[src/rtl/ble_fifo_wr_ctrl.sv]
// ble_fifo_wr_ctrl
// ----------------
// Write-side controller for the BLE PHY asynchronous sample FIFO.
// Arbitrates round-robin between producer A (modulator samples) and
// producer B (register-path writes), drives the dual-port RAM write port,
// keeps the binary and Gray write pointers, and derives full / almost-full /
// fill level in the W_CLK domain from the synchronized Gray read pointer.
//
// Optional feature macro: BLE_WFIFO_LEVEL_EN
//   defined   -> w_level and w_afull are computed (Gray decoder compiled in)
//   undefined -> w_level and w_afull are tied to 0
//
// Ports
//   W_CLK, W_rst_n   write clock, asynchronous active-low reset
//   req_a/req_b      producer requests (held with data until granted)
//   data_a/data_b    producer data
//   gnt_a/gnt_b      combinational accept; word is written at this edge
//   wq2_rptr         Gray read pointer, already synchronized into W_CLK
//   w_ptr            registered Gray write pointer (to read-side sync)
//   w_addr           RAM write address (binary pointer LSBs)
//   w_data           RAM write data
//   w_en             RAM write enable (gnt_a | gnt_b)
//   w_full           registered full flag
//   w_afull          registered almost-full flag
//   w_level          registered fill level
module ble_fifo_wr_ctrl #(
  parameter int ADDR_WIDTH  = 4,
  parameter int DATA_WIDTH  = 8,
  parameter int AFULL_LEVEL = 12
) (
  input  logic                  W_CLK,
  input  logic                  W_rst_n,
  input  logic                  req_a,
  input  logic                  req_b,
  input  logic [DATA_WIDTH-1:0] data_a,
  input  logic [DATA_WIDTH-1:0] data_b,
  output logic                  gnt_a,
  output logic                  gnt_b,
  input  logic [ADDR_WIDTH:0]   wq2_rptr,
  output logic [ADDR_WIDTH:0]   w_ptr,
  output logic [ADDR_WIDTH-1:0] w_addr,
  output logic [DATA_WIDTH-1:0] w_data,
  output logic                  w_en,
  output logic                  w_full,
  output logic                  w_afull,
  output logic [ADDR_WIDTH:0]   w_level
);

  localparam int PW = ADDR_WIDTH + 1;

  // Binary to reflected-binary Gray conversion.
  function automatic logic [PW-1:0] bin2gray(input logic [PW-1:0] b);
    return (b >> 1) ^ b;
  endfunction

`ifdef BLE_WFIFO_LEVEL_EN
  // Gray to binary conversion: each binary bit is the XOR of all Gray bits above and at it.
  function automatic logic [PW-1:0] gray2bin(input logic [PW-1:0] g);
    logic [PW-1:0] b;
    b[PW-1] = g[PW-1];
    for (int i = PW - 2; i >= 0; i--) begin
      b[i] = b[i+1] ^ g[i];
    end
    return b;
  endfunction
`endif

  logic [PW-1:0] wbin_q, wbin_d;
  logic [PW-1:0] wgray_q, wgray_d;
  logic          prio_q, prio_d;
  logic          full_q, full_d;
  logic          afull_q, afull_d;
  logic [PW-1:0] level_q, level_d;
  logic          gnt_a_s, gnt_b_s, w_en_s;
  logic [PW-1:0] full_tgt_s;

  // Round-robin arbitration; grants are also suppressed while reset is held
  // so no write is accepted in the cycle reset releases asynchronously.
  always_comb begin
    gnt_a_s = 1'b0;
    gnt_b_s = 1'b0;
    if (W_rst_n && !full_q) begin
      if (req_a && req_b) begin
        if (prio_q) begin
          gnt_b_s = 1'b1;
        end else begin
          gnt_a_s = 1'b1;
        end
      end else if (req_a) begin
        gnt_a_s = 1'b1;
      end else if (req_b) begin
        gnt_b_s = 1'b1;
      end else begin
        gnt_a_s = 1'b0;
        gnt_b_s = 1'b0;
      end
    end else begin
      gnt_a_s = 1'b0;
      gnt_b_s = 1'b0;
    end
  end

  assign w_en_s = gnt_a_s | gnt_b_s;

  // Next-state for priority, pointers and flags.
  always_comb begin
    prio_d     = prio_q;
    wbin_d     = wbin_q;
    wgray_d    = wgray_q;
    full_d     = 1'b0;
    afull_d    = 1'b0;
    level_d    = {PW{1'b0}};
    full_tgt_s = {PW{1'b0}};

    if (gnt_a_s) begin
      prio_d = 1'b1;
    end else if (gnt_b_s) begin
      prio_d = 1'b0;
    end else begin
      prio_d = prio_q;
    end

    if (w_en_s) begin
      wbin_d = wbin_q + {{(PW-1){1'b0}}, 1'b1};
    end else begin
      wbin_d = wbin_q;
    end
    wgray_d = bin2gray(wbin_d);

    // Full when the write pointer is exactly one lap ahead of the read pointer:
    // in Gray code that is the read pointer with its two MSBs inverted.
    full_tgt_s = {~wq2_rptr[PW-1:PW-2], wq2_rptr[PW-3:0]};
    full_d     = (wgray_d == full_tgt_s);

`ifdef BLE_WFIFO_LEVEL_EN
    level_d = wbin_d - gray2bin(wq2_rptr);
    afull_d = (level_d >= PW'(AFULL_LEVEL));
`else
    level_d = {PW{1'b0}};
    afull_d = 1'b0;
`endif
  end

  // State registers with asynchronous active-low reset.
  always_ff @(posedge W_CLK or negedge W_rst_n) begin
    if (!W_rst_n) begin
      wbin_q  <= {PW{1'b0}};
      wgray_q <= {PW{1'b0}};
      prio_q  <= 1'b0;
      full_q  <= 1'b0;
      afull_q <= 1'b0;
      level_q <= {PW{1'b0}};
    end else begin
      wbin_q  <= wbin_d;
      wgray_q <= wgray_d;
      prio_q  <= prio_d;
      full_q  <= full_d;
      afull_q <= afull_d;
      level_q <= level_d;
    end
  end

  assign gnt_a   = gnt_a_s;
  assign gnt_b   = gnt_b_s;
  assign w_en    = w_en_s;
  assign w_data  = gnt_a_s ? data_a : data_b;
  assign w_addr  = wbin_q[ADDR_WIDTH-1:0];
  assign w_ptr   = wgray_q;
  assign w_full  = full_q;
  assign w_afull = afull_q;
  assign w_level = level_q;

endmodule

[config.mk]
export PLATFORM = sky130hd
export DESIGN_NAME = ble_fifo_wr_ctrl
export DESIGN_NICKNAME = d
export VERILOG_FILES = /design/src/rtl/ble_fifo_wr_ctrl.sv
export SDC_FILE = /design/constraint.sdc
export NUM_CORES = 1
export LEC_CHECK = 0
export ABC_AREA = 1
export CAP_MARGIN = 20
export CORE_ASPECT_RATIO = 0.5
export CORE_MARGIN = 2
export CORE_UTILIZATION = 35
export CTS_BUF_LIST = sky130_fd_sc_hd__clkbuf_4
export DETAILED_ROUTE_END_ITERATION = 7
export PLACE_DENSITY = 0.74
export SLEW_MARGIN = 20
export SYNTH_ARGS = -nofsm -noshare
export SYNTH_HDL_FRONTEND = slang
export SYNTH_SLANG_ARGS = --single-unit
[constraint.sdc]
create_clock -name W_CLK -period 1.5 [get_ports W_CLK]
set_input_delay 0.3 -clock W_CLK [delete_from_list [all_inputs] [get_ports W_CLK]]
set_output_delay 0.3 -clock W_CLK [all_outputs]
set_load 0.05 [all_outputs]
Word-level counts from Yosys, hierarchy flattened --
Index checks and enable logic that the tools add are counted.
Word-level totals: register bits after elaboration 12, bits in latches 0, memory bits (writable) 0, memory bits (read-only) 0, input port bits 25, output and inout bits 27, logic and storage cells 26, memories 0
Cells by class: $add $sub $neg 1, $mul 0, div/mod/pow operators 0, magnitude comparators 0, eq/ne operators 1, shift operators 0, muxes and demuxes 13, bitwise gates (word level) 3, reductions and logical operators 4
Operators with widths (number):
- 1-bit two-way mux | 11
- 8-bit two-way mux | 1
- 5-bit by 1-bit adder with 5-bit output (second input constant) | 1
- 5-bit == test | 1
- 5-bit two-way mux | 1
- 4-bit by 5-bit XOR with 5-bit output | 1
- 1-bit logical AND | 2
- 2-bit NOT | 1
- 2-bit nonzero test | 1
- 1-bit logical NOT | 1
- 1-bit OR | 1

Longest topological paths before layout --
depth in word-level cells 8, mapped depth 13, gate-level depth less buffers 13

Worst setup path before layout --
OpenSTA, ideal clock, no wires.
path kind reg2out, start register full_q (netlist: w_full), end output port w_data[0], arrival 2.096 ns, required time 1.200 ns, slack -0.896 ns, cell stages (with the launch flop) 7, cell sequence dfrtp_1 inv_1 nand4_4 buf_2 clkinv_1 nand2_1 nand2_1
Between the ends: longest elaborated chain between the ends 4
RTL lines:
- start, declared | RTL line 71 | logic full_q, full_d;
- start signal, assigned | RTL line 157 | full_q <= full_d;
- 1-bit logical NOT | RTL line 82 | if (W_rst_n && !full_q) begin
- 1-bit logical AND | RTL line 82
- 1-bit two-way mux | RTL line 82
- net gnt_a | RTL line 37 | output logic gnt_a,
- 8-bit two-way mux | RTL line 166 | assign w_data = gnt_a_s ? data_a : data_b;
- end, declared | RTL line 42 | output logic [DATA_WIDTH-1:0] w_data,
The timed path passes the listed nets, and every way through them passes these cells.

Worst setup path after layout --
start register full_q (netlist: w_full), end register full_q (netlist: w_full)
Between the ends: longest elaborated chain between the ends 7
RTL lines:
- 1-bit logical NOT * | RTL line 82
- 1-bit logical AND * | RTL line 82
- 1-bit two-way mux | RTL line 82
- 1-bit OR * | RTL line 103 | assign w_en_s = gnt_a_s | gnt_b_s;
- 5-bit two-way mux * | RTL line 123 | if (w_en_s) begin
- 4-bit by 5-bit XOR with 5-bit output * | RTL line 53 | return (b >> 1) ^ b;
- 5-bit == test * | RTL line 133 | full_d = (wgray_d == full_tgt_s);
- net full_d | RTL line 71
The timed path passes the listed nets; every way through them passes the cells marked *. A chain may end at the register's enable or synchronous reset.

==> results.py <==
metrics = {
    "final_layout": {
        "fin_util_pct": 86.6,
        "areaGrowthSynthToFinish_pct": 140,
        "layout-drive-gt1-share_pct": 56.7,
        "n_antenna_cell": 0,
        "nets": 228,
        "fillCellCount": 132,
    },
    "sta": {
        "finalSetupViolCount": 14,
        "fmax_mhz": 556,
        "hold_slack_ns": 0.200,
        "rsz0062_at_grt": "true",
        "finClkSkew_ns": 0.0173,
        "worst_slack_ns": -0.299,
        "slew_viol_final": 0,
        "hold_violations": 0,
        "fin_crit_ns": 1.80,
        "period_share_pct": 120,
    },
    "die": {
        "core-area_um2": 2550,
        "die_area_um2": 3080,
        "die_h_um": 40.3,
        "start_util_pct": 36.1,
        "die_w_um": 76.5,
        "rows": 13,
        "num_io_pins": 52,
    },
    "detailed_routing": {
        "drt-vias-per-instance": 4.96,
        "ant_nets": 0,
        "drt_pass1_iterations": 5,
        "vias": 1180,
        "routed_wl_um": 3700,
        "drt_iter0_drc": 80,
        "wl_per_cell_um": 15.6,
        "post-route-drc-count": 0,
    },
    "critical_path": {
        "path_max_fanout": 7,
        "cp-end-kind": "register",
        "path_class": "register to register",
        "required_ns": 1.72,
        "startpoint_type": "register",
        "critPathArrivalTime_ns": 2.02,
    },
    "cts": {
        "htree_levels": 1,
        "cts_root_buf": "clkbuf_4",
        "clk_path_buf_depth": 2,
        "cts_made_buffers": 3,
        "tritoncts": "built",
        "insertion_delay_ns": 0.29,
        "path_clk_slew_ns": 0.09,
        "cts_hold_buffers": 0,
        "cts.sink_count": 11,
    },
    "yosys": {
        "synth_fa_ha_area_share_pct": 1.36,
        "ys_seq_area_share_pct": 29.9,
        "yosys.area_share.simple_pct": 51.2,
        "synth-xor-area-share_pct": 2.85,
        "ys_types": 23,
        "ys_seq_elements": 11,
        "ys_warn_count": 0,
        "syn_area_per_cell_um2": 6.98,
        "synthCells": 132,
        "muxShareOfSynthArea_pct": 0,
        "synth_top_family_by_area": "simple AND/OR/NAND/NOR gates",
        "netlist_area_um2": 921,
        "synth_compound_area_share_pct": 0.543,
    },
    "global_route": {
        "grt_util_all_layers_pct": 24.7,
        "grt_pass1_wl_um": 5530,
        "antenna_found_initial": 0,
        "grt_overflow": 0,
        "grt_pass1_vias": 1210,
        "grt_start_max_net_pins": 11,
    },
    "placed_design": {
        "dp_hpwl_um": 2490,
        "gp_congestion": 0.817,
        "numPortBuffers": 45,
        "dp_slack_ns": -0.535,
    },
    "outcome": {
        "status": "finished with violations",
        "violations": "negative setup slack",
    },
    "hold_path": {
        "hold_class": "input port to async pin",
    },
    "power": {
        "power.density_nw_per_um2": 1820,
        "ir_drop_mv": 1.05,
        "p_leak_uw": 0.00108,
    },
    "job": {
        "maxCapViolCount": 0,
    },
}
state kept, by name, indices dropped and copies added, names as in the netlist:
signal  count
wbin_q      5
w_full      1
w_ptr       4
prio_q      1
cells in the final DEF, fill, tap and decap left out:
| cell | n |
|---|---|
| buf_12 | 23 |
| clkdlybuf4s50_1 | 21 |
| nand2_1 | 20 |
| nand2_2 | 20 |
| nand2_4 | 14 |
| nand2_8 | 13 |
| buf_4 | 13 |
| inv_1 | 11 |
| nand3_1 | 11 |
| buf_6 | 7 |
| dfrtp_1 | 7 |
| conb_1 | 6 |
| inv_2 | 4 |
| nand3_2 | 4 |
| clkbuf_4 | 4 |
| dfrtp_2 | 4 |
| dlygate4sd2_1 | 3 |
| inv_8 | 2 |
| xor2_1 | 2 |
| nand3b_1 | 2 |
| nor2_4 | 1 |
| nand3_4 | 1 |
| inv_4 | 1 |
| nand4_4 | 1 |
| nand4_1 | 1 |
| xnor2_1 | 1 |
| clkinv_16 | 1 |
| nor2_1 | 1 |
| o21ai_0 | 1 |
| ha_4 | 1 |
per-stage QoR:
stage / setup TNS (ns) / area, µm² / instances / total power (µW)
2_1_floorplan: -0.936 / 1210 / 137 / 2190
3_3_place_gp: -6.47 / 1980 / 224 / 3300
3_5_place_dp: -7.19 / 1980 / 224 / 3360
4_1_cts: -2.87 / 2140 / 237 / 3760
5_1_grt: -4.16 / 2210 / 238 / 4220
6_report: -3.43 / 2210 / 238 / 4030
Yosys cell counts:
| cell | count | area, µm² |
|---|---|---|
| nand2_4 | 6 | 67.6 |
| xor2_1 | 2 | 17.5 |
| inv_4 | 2 | 12.5 |
| nand2_1 | 53 | 199 |
| buf_4 | 6 | 45.0 |
| clkinv_1 | 1 | 3.75 |
| inv_2 | 3 | 11.3 |
| nand4_1 | 1 | 6.26 |
| buf_2 | 1 | 5.00 |
| ha_1 | 1 | 12.5 |
| nand2_2 | 8 | 50.1 |
| nor2_4 | 1 | 11.3 |
| conb_1 | 1 | 3.75 |
| dfrtp_1 | 11 | 275 |
| nand3_1 | 14 | 70.1 |
| nand4_4 | 1 | 21.3 |
| xnor2_1 | 1 | 8.76 |
| inv_1 | 13 | 48.8 |
| nand3b_1 | 2 | 15.0 |
| nand3_2 | 1 | 10.0 |
| o21ai_0 | 1 | 5.00 |
| nor2_1 | 1 | 3.75 |
| nand3_4 | 1 | 17.5 |
repair_timing:
item | in CTS | in global routing
pin swaps | 12 | 6
endpoints found under the setup margin | 16 | 18
gates resized for setup | 26 | 16
buffers inserted | 9 | 3
cell type report:
class	instances	area, µm²	area share (%)
repair buffers	67	873	39.5
multi-input cells	100	867	39.2
flip-flops and latches	11	280	12.7
inverters	19	115	5.20
well taps	37	46.3	2.09
clock buffers	4	30.0	1.36
layer usage:
layer | track usage [%] | vias up | share of wire (%)
met5 | 0 | - | 0
met4 | 12.7 | 0 | 2.6
met3 | 5.41 | 11 | 5.9
met2 | 53.5 | 68 | 57
met1 | 24.3 | 566 | 35
li1 | - | 535 | -
path summary, 6_finish.rpt:
path	from	endpoint	slack [ns]	depth (start not counted)
min in group W_CLK	prio_q	prio_q	0.64	2
max in group asynchronous	W_rst_n	w_ptr[3]	1.14	2
min	W_rst_n	wbin_q[1]	0.20	2
max	w_full	w_full	-0.30	11
max reg2reg	w_full	w_full	-0.30	11
min reg2reg	prio_q	prio_q	0.64	2
kinds of logic (layout without fill, tap and decap cells):
| kind of cell | after synthesis | count (layout) |
|---|---|---|
| buffers and inverters | 26 | 90 |
| DFF | 11 | 11 |
| AOI/OAI and AO/OA | 1 | 1 |
| xor gates and xnor gates | 3 | 3 |
| adders and majority gates | 1 | 1 |
| other | 1 | 6 |
| and+or+nand+nor | 89 | 89 |
critical path, stage by stage, from the launching register on:
cell	delay, ns
dfrtp_2	0.44
buf_6	0.13
nor2_4	0.10
nand3_4	0.16
buf_4	0.19
nand3_1	0.09
nand2_1	0.11
nand2_2	0.10
nand3_1	0.11
nand2_1	0.12
nand3_1	0.09
nor2_1	0.10
report_power, final:
part | internal, µW | total, µW | switching [µW]
logic | 1370 | 3190 | 1830
registers | 437 | 595 | 158
clock network | 121 | 239 | 118
Power figures use the tool's default switching activity.
